File: src/rtl/nco_sched_pkg.sv
// Shared types and constants for the NCO slot scheduler.
// Optional frame counter in nco_sched is enabled by NCO_SCHED_FRAME_CNT_EN.
package nco_sched_pkg;

  typedef enum logic [1:0] {
    IDLE = 2'd0,
    RUN  = 2'd1,
    STOP = 2'd2
  } nco_sched_state_t;

  localparam int NCO_DEF_VOICES      = 8;
  localparam int NCO_DEF_V_OSC       = 4;
  localparam int NCO_SLOTS_PER_FRAME = NCO_DEF_VOICES * NCO_DEF_V_OSC;

  localparam int NCO_FRAME_CNT_W = 16;

endpackage

File: src/rtl/nco_slot_cnt.sv
// Voice/oscillator slot counter: ox advances fastest, vx on ox wrap; flags the last slot of a frame.
module nco_slot_cnt #(
  parameter int VOICES  = 8,
  parameter int V_OSC   = 4,
  parameter int V_WIDTH = 3,
  parameter int O_WIDTH = 2
) (
  input  logic               sCLK_XVXOSC,
  input  logic               reset_reg,
  input  logic               en,
  output logic [V_WIDTH-1:0] vx,
  output logic [O_WIDTH-1:0] ox,
  output logic               last
);

  localparam logic [V_WIDTH-1:0] VX_MAX = V_WIDTH'(VOICES - 1);
  localparam logic [O_WIDTH-1:0] OX_MAX = O_WIDTH'(V_OSC - 1);

  assign last = (vx == VX_MAX) && (ox == OX_MAX);

  always_ff @(posedge sCLK_XVXOSC or posedge reset_reg) begin
    if (reset_reg) begin
      vx <= '0;
      ox <= '0;
    end else if (en) begin
      if (ox == OX_MAX) begin
        ox <= '0;
        vx <= (vx == VX_MAX) ? '0 : vx + 1'b1;
      end else begin
        ox <= ox + 1'b1;
      end
    end
  end

endmodule

File: src/rtl/nco_sched.sv
// NCO slot scheduler with frame-aligned phase-zero request handling.
// Define NCO_SCHED_FRAME_CNT_EN to add the 16-bit frame_cnt output.
module nco_sched
  import nco_sched_pkg::*;
#(
  parameter int VOICES  = NCO_DEF_VOICES,
  parameter int V_OSC   = NCO_DEF_V_OSC,
  parameter int V_WIDTH = 3,
  parameter int O_WIDTH = 2
) (
  input  logic               sCLK_XVXOSC,
  input  logic               reset_reg,
  input  logic               run,
  input  logic               zero_req,
  input  logic [V_WIDTH-1:0] zero_voice,
  output logic               zero_ack,
  output logic [V_WIDTH-1:0] vx,
  output logic [O_WIDTH-1:0] ox,
  output logic               frame_start,
  output logic [VOICES-1:0]  osc_accum_zero,
  output logic               busy
`ifdef NCO_SCHED_FRAME_CNT_EN
  ,
  output logic [NCO_FRAME_CNT_W-1:0] frame_cnt
`endif
);

  nco_sched_state_t state, state_nxt;

  logic              slot_last;
  logic              cnt_en;
  logic              accept;
  logic              load;
  logic              to_idle;
  logic [VOICES-1:0] pending;
  logic [VOICES-1:0] pending_nxt;

  function automatic logic [VOICES-1:0] voice_bit(input logic [V_WIDTH-1:0] v);
    logic [VOICES-1:0] b;
    b    = '0;
    b[v] = 1'b1;
    return b;
  endfunction

  // The counter only moves while a frame is in flight; leaving a frame wraps it back to (0,0).
  assign cnt_en = (state != IDLE);

  nco_slot_cnt #(
    .VOICES (VOICES),
    .V_OSC  (V_OSC),
    .V_WIDTH(V_WIDTH),
    .O_WIDTH(O_WIDTH)
  ) u_slot_cnt (
    .sCLK_XVXOSC(sCLK_XVXOSC),
    .reset_reg  (reset_reg),
    .en         (cnt_en),
    .vx         (vx),
    .ox         (ox),
    .last       (slot_last)
  );

  always_ff @(posedge sCLK_XVXOSC or posedge reset_reg) begin
    if (reset_reg) state <= IDLE;
    else           state <= state_nxt;
  end

  // load marks the edge that starts a frame; to_idle marks the edge that ends the last one.
  always_comb begin
    state_nxt = state;
    load      = 1'b0;
    to_idle   = 1'b0;
    unique case (state)
      IDLE: begin
        if (run) begin
          state_nxt = RUN;
          load      = 1'b1;
        end
      end
      RUN, STOP: begin
        if (slot_last) begin
          if (run) begin
            state_nxt = RUN;
            load      = 1'b1;
          end else begin
            state_nxt = IDLE;
            to_idle   = 1'b1;
          end
        end else begin
          state_nxt = run ? RUN : STOP;
        end
      end
      default: begin
        state_nxt = IDLE;
        to_idle   = 1'b1;
      end
    endcase
  end

  assign accept = zero_req & ~zero_ack;

  // A request landing on a frame-load edge joins the fresh pending set, not the mask being loaded.
  always_comb begin
    pending_nxt = load ? '0 : pending;
    if (accept) pending_nxt = pending_nxt | voice_bit(zero_voice);
  end

  always_ff @(posedge sCLK_XVXOSC or posedge reset_reg) begin
    if (reset_reg) begin
      pending        <= '0;
      zero_ack       <= 1'b0;
      frame_start    <= 1'b0;
      busy           <= 1'b0;
      osc_accum_zero <= '0;
    end else begin
      pending     <= pending_nxt;
      zero_ack    <= accept;
      frame_start <= load;
      busy        <= (state_nxt != IDLE);
      if (load)         osc_accum_zero <= pending;
      else if (to_idle) osc_accum_zero <= '0;
    end
  end

`ifdef NCO_SCHED_FRAME_CNT_EN
  always_ff @(posedge sCLK_XVXOSC or posedge reset_reg) begin
    if (reset_reg)  frame_cnt <= '0;
    else if (load)  frame_cnt <= frame_cnt + 1'b1;
  end
`endif

endmodule
File: config.mk
export PLATFORM = sky130hd
export DESIGN_NAME = nco_sched
export DESIGN_NICKNAME = d
export VERILOG_FILES = /design/src/rtl/nco_sched_pkg.sv /design/src/rtl/nco_slot_cnt.sv /design/src/rtl/nco_sched.sv
export SDC_FILE = /design/constraint.sdc
export NUM_CORES = 1
export LEC_CHECK = 0
export ABC_AREA = 1
export CORE_MARGIN = 4
export CORE_UTILIZATION = 25
export CTS_BUF_LIST = sky130_fd_sc_hd__clkbuf_2 sky130_fd_sc_hd__clkbuf_4 sky130_fd_sc_hd__clkbuf_8
export DETAILED_ROUTE_END_ITERATION = 16
export GPL_TIMING_DRIVEN = 0
export PLACE_DENSITY = 0.49
export SLEW_MARGIN = 25
export SYNTH_ARGS = -nofsm -noshare
export SYNTH_HDL_FRONTEND = slang
export SYNTH_HIERARCHICAL = 1
export SYNTH_SLANG_ARGS = --single-unit
File: constraint.sdc
create_clock -name sCLK_XVXOSC -period 1.5 [get_ports sCLK_XVXOSC]
set_clock_uncertainty 0.05 [all_clocks]
set_input_delay 0.15 -clock sCLK_XVXOSC [delete_from_list [all_inputs] [get_ports sCLK_XVXOSC]]
set_output_delay 0.15 -clock sCLK_XVXOSC [all_outputs]
set_load 0.005 [all_outputs]
==> results of run 1 <==
==> worst max path at each step <==
| stage | to | depth (start not counted) |
|---|---|---|
| global route | osc_accum_zero[2] | 11 |
| global placement | osc_accum_zero[6] | 9 |
| finish | pending[3] | 11 |
| detailed placement | osc_accum_zero[0] | 9 |
| CTS | pending[3] | 11 |
| floorplan | osc_accum_zero[0] | 10 |
==> worst register-to-register path, stage by stage, from the launching register on <==
cell	delay, ps
dfrtp_1	380
ha_2	200
ha_4	150
nand2_2	50
inv_2	60
nand2_2	60
nand2_2	80
nand2_4	70
buf_6	120
buf_6	120
nand2_4	50
o21ai_2	50
==> placed cells by master, fill, tap and decap left out <==
cell and n:
buf_12 2, buf_16 1, buf_4 5, buf_6 4, clkbuf_8 3, clkdlybuf4s50_1 20, dfrtp_1 26, dlymetal6s2s_1 2
ha_1 3, ha_2 1, ha_4 1, inv_1 15, inv_2 4, inv_4 1, nand2_1 30, nand2_2 13
nand2_4 3, nand3_1 6, nand3_2 8, nor2_1 4, nor2_2 2, nor2_4 2, o21ai_1 7, o21ai_2 3
==> registers in the layout, indices dropped and copies added (netlist names) <==
register,count
state,2
u_slot_cnt/ox,2
frame_start,1
osc_accum_zero,8
zero_ack,1
u_slot_cnt/vx,3
pending,8
busy,1
==> metal layers <==
metal	vias to the layer above	routed length, um	global-route usage [%]	share of wire [%]
li1	475	-	-	-
met1	450	1170	11.3	44
met2	18	1370	15.5	51
met3	6	85	1.41	3.2
met4	0	67	4.80	2.5
met5	-	0	0	0
==> cells by family (layout without fill, tap and decap cells) <==
group           after synthesis  after routing
fa+ha+maj                     5              5
flops                        26             26
buf+inv                      21             57
compound gates               10             10
simple gates                 68             68
==> stage by stage <==
| step | hold slack, ps | setup WS [ps] | TNS, ps |
|---|---|---|---|
| floorplan | -121 | 3.89 | 0 |
| global placement | 360 | -107 | -1000 |
| detailed placement | 371 | -150 | -1390 |
| CTS | 74.5 | -71.8 | -881 |
| global route | 98.8 | -119 | -1420 |
| finish | 68.9 | -62.2 | -587 |
==> cell type report <==
class	count	area share (%)
tap	52	3.75
clock buffer	3	2.38
sequential	26	37.5
timing repair buffer	34	21.6
multi-input combinational	83	30.3
inverter	20	4.47
==> repair_timing <==
action / 4_1_cts / 5_1_grt
endpoints found under the hold margin: 0 / 0
cloned: 1 / 0
gates resized for setup: 9 / 22
setup endpoints to repair: 15 / 18
setup buffers: 8 / 3
pin swaps: 12 / 7
hold buffers: 0 / 0
==> report_power, final <==
part	switching, uW	leakage, uW	internal, uW
clock	213	0.0000216	180
combinational	865	0.000534	987
sequential	209	0.000341	978
==> flow_summary.ini, run 1 <==
[grt]
grt_pass1_vias = 978
grt_pass1_wl_mm = 4.42
overflow = 0
grt_usage_pct = 9.19
antenna_found_initial = 0
grt_max_degree = 22

[timing]
worst_slack_ps = -62.2
period_minus_slack_ps = 1560
worst_slew_pin_slew_ps = 818
setup_viol = 13
fin_crit_sh_pct = 104
maxSlewViolCount = 0
fmax_mhz = 640
finalHoldViolCount = 0
rsz0062_at_grt = yes
slew-limit-headroom_pct = 45.4

[synthesis]
synthTopCellsByArea = dfrtp_1, nand2_1, nand3_2
synth_top_family_by_area = simple AND/OR/NAND/NOR gates
synth_mux_area_share_pct = 0
synth_cell_type_count = 14
synth_compound_area_share_pct = 4.17
synth_top_cell_by_area = dfrtp_1
synthSimpleGateAreaFrac_pct = 28.5
syn_avg_cell_area_um2 = 9.24
synth-adder-area-share_pct = 5.21
synthArstFlopShare_pct = 100
ys_seq_area_share_pct = 54.2
synth_top_area_share_pct = 54.2
yosys_register_bits = 26
synth_flop_cell = dfrtp_1
syn-instance-count = 130
netlist_area_um2 = 1200
yosysMostFrequentCell = nand2_1
synthXorXnorAreaFrac_pct = 0
synth_edf_count = 0
syn-num-nets = 142
ys.warnings.count = 6
synth_common_cells = nand2_1, dfrtp_1, inv_1

[setup_path]
r2r_setup_slack_ps = -60
r2r-start = u_slot_cnt/vx[0]
rr_worst_depth = 11
cp-start-kind = register
crit_buf_inv = 3
r2r_end = pending[3]
cp_common_cell = nand2_2
cp-startpoint = u_slot_cnt/vx[0]
cp_cell_sequence = ha_2 -> ha_4 -> nand2_2 -> inv_2 -> nand2_2 -> nand2_2 -> nand2_4 -> buf_6 -> buf_6 -> nand2_4 -> o21ai_2
arrival_ps = 1670
criticalPathCategory = register to register
cpPeakStageDelay_ps = 380
cpMaxStageDelayCell = dfrtp_1
required_ps = 1610
endpoint_kind = register
critPathTopFamily = flip-flops
crit_fanout = 3

[routing]
avgRoutedWirePerCell_um = 12.3
vias = 949
antenna_left = 0
drt-total-wl_mm = 2.69
first_pass_iters = 4
dr.first_iter.drc_count = 62
drc_errors = 0
route.detailed.vias_per_inst = 4.35

[final_layout]
diodes = 0
nets = 180
nFillCells = 452
drive_gt1_share_pct = 31.9
multiInputGateArea_um2 = 527
final_area_um2 = 1740
area_growth_syn_to_layout_pct = 44.6
regArea_um2 = 651
final_core_util_pct = 38.6
fin_cells = 218

[pwr]
total_power_uw = 3430
p_leak_uw = 0.000896
irDropWorstVdd_mv = 0.501
p_per_area_nw_per_um2 = 1980

[floorplan]
dieArea_um2 = 5980
num_io_pins = 23
initial_core_util_pct = 26.7
die_h_um = 77.3
die_x_um = 77.3
core_area_um2 = 4500
rows = 24

[clocking]
clock_latency_ps = 270
clock_path_buffers = 2
cts-root-buf = clkbuf_8
clock_sinks = 26
path_clk_slew_ps = 90
cts_tree = yes
numCtsBuffers = 3
h-tree-depth = 1

[placed_design]
dp_hpwl_mm = 1.84
port_buffers = 22
dpl-instance-area_um2 = 1490
place.gp.congestion = 0.778
dp_cells = 204

[hold_path]
hp-class = primary input to asynchronous set/reset pin

[job]
maxCapViolCount = 0

[status]
violations = setup timing
status = finished, violations left
Power figures use the tool's default switching activity.
==> inputs of run 2 (changes only) <==
--- a/config.mk
+++ b/config.mk
@@ -11,8 +11,9 @@
 export CTS_BUF_LIST = sky130_fd_sc_hd__clkbuf_2 sky130_fd_sc_hd__clkbuf_4 sky130_fd_sc_hd__clkbuf_8
 export DETAILED_ROUTE_END_ITERATION = 16
 export GPL_TIMING_DRIVEN = 0
-export PLACE_DENSITY = 0.49
-export SLEW_MARGIN = 25
+export PLACE_DENSITY_LB_ADDON = 0.2
+export SKIP_LAST_GASP = 1
+export SLEW_MARGIN = 20
 export SYNTH_ARGS = -nofsm -noshare
 export SYNTH_HDL_FRONTEND = slang
 export SYNTH_HIERARCHICAL = 1
==> flow_summary.ini, run 2 (synthesized netlist as in run 1, its figures left out) <==
[status]
status = completed

[final_layout]
reg.largest.list = osc_accum_zero (8), pending (8), u_slot_cnt/vx (3)
layout_common_cells = nand2_1, dfrtp_1, clkdlybuf4s50_1
nets = 177
nFillCells = 440
final_core_util_pct = 38.9
area_growth_syn_to_layout_pct = 45.7
final_common_cell = nand2_1
drive_gt1_share_pct = 32.3
diodes = 0

[setup_path]
arrival_ps = 1590
criticalPathCategory = register to register
critPathTopFamily = flip-flops
endpoint_kind = register
cpPeakStageDelay_ps = 370
crit_buf_inv = 2
cpMaxStageDelayCell = dfrtp_1
cp-startpoint = u_slot_cnt/vx[1]
cp_cell_sequence = ha_2 -> ha_4 -> nand2_2 -> inv_2 -> nand2_4 -> nand2_4 -> nand2_8 -> buf_12 -> nand2_2 -> o21ai_1
cp-start-kind = register
required_ps = 1610
r2r-start = u_slot_cnt/vx[1]
crit_fanout = 6

[clocking]
numCtsBuffers = 3
h-tree-depth = 1
clock_latency_ps = 270
path_clk_slew_ps = 90
clock_sinks = 26
cts-root-buf = clkbuf_8
cts_tree = yes
clock_path_buffers = 2

[pwr]
p_leak_uw = 0.000891
irDropWorstVdd_mv = 0.731
p_per_area_nw_per_um2 = 1980
total_power_uw = 3470

[routing]
dr.first_iter.drc_count = 41
drt-total-wl_mm = 2.51
vias = 935
avgRoutedWirePerCell_um = 11.6
route.detailed.vias_per_inst = 4.33
antenna_left = 0
drc_errors = 0
first_pass_iters = 4

[grt]
overflow = 0
grt_pass1_vias = 984
grt_pass1_wl_mm = 4.47
grt_max_degree = 22
grt_usage_pct = 9.35
antenna_found_initial = 0

[floorplan]
die_h_um = 77.3
initial_core_util_pct = 26.7
die_x_um = 77.3
core_area_um2 = 4500
dieArea_um2 = 5980
num_io_pins = 23
rows = 24

[placed_design]
pre_cts_ws_ps = -165
dp_hpwl_mm = 1.83
place.gp.congestion = 0.766
port_buffers = 22

[timing]
setup_viol = 0
period_minus_slack_ps = 1480
worst_slew_pin_slew_ps = 794
fin_hold_ws_ps = 55.2
fmax_mhz = 675
maxSlewViolCount = 0
finalHoldViolCount = 0
worst_slack_ps = 18.5
fin_crit_sh_pct = 98.8
slew-limit-headroom_pct = 47.0
rsz0062_at_grt = yes

[hold_path]
hp-class = primary input to asynchronous set/reset pin

[job]
maxCapViolCount = 0
-- run 2: cell count changes in the layout (fill, tap and decap cells not counted), sizes merged --
| cell | delta |
|---|---|
| buf | -3 |
| clkbuf | +1 |
-- run 2: worst paths after layout --
check | end | slack [ps] | cells past startpoint
worst min register to register | zero_ack | 420 | 1
worst max register to register | pending[6] | 20 | 10
worst min-delay path | u_slot_cnt/vx[2] | 60 | 2
min in group sCLK_XVXOSC | zero_ack | 380 | 3
worst max-delay path | pending[6] | 20 | 10
max in group asynchronous | osc_accum_zero[2] | 590 | 2
-- run 2: power breakdown --
part / total [uW] / switching [uW] / internal [uW]
Sequential: 1170 / 190 / 978
Combinational: 1850 / 887 / 961
Clock: 454 / 219 / 235
-- run 2: cell type report --
cell class,count,area [um2],share of cell area [%]
Buffer,1,20.0,1.14
Clock buffer,4,55.1,3.15
Inverter,20,80.1,4.57
Multi-Input combinational cell,83,549,31.4
Sequential cell,26,651,37.2
Timing Repair Buffer,30,330,18.9
Tap cell,52,65.1,3.72
-- run 2: through the flow --
stage | TNS (ps) | instance area (um2) | instances
2_1_floorplan | 0 | 1200 | 130
3_3_place_gp | -1020 | 1490 | 204
3_5_place_dp | -1540 | 1490 | 204
4_1_cts | -291 | 1690 | 215
5_1_grt | -1070 | 1750 | 216
6_report | 0 | 1750 | 216
-- run 2: layer usage --
metal,part of all wire (%),wire [um],global-route usage (%),vias up
met5,0,0,0,-
met4,2.1,53,4.98,0
met3,3.9,97,2.69,5
met2,48,1210,14.9,18
met1,46,1150,11.4,442
li1,-,-,-,470
-- run 2: timing repair --
| action | 4_1_cts | 5_1_grt |
|---|---|---|
| gates resized for setup | 18 | 14 |
| gates cloned | 1 | 0 |
| pin swaps | 17 | 12 |
| hold buffers | 0 | 0 |
| setup buffers | 6 | 1 |
| setup endpoints to repair | 17 | 19 |
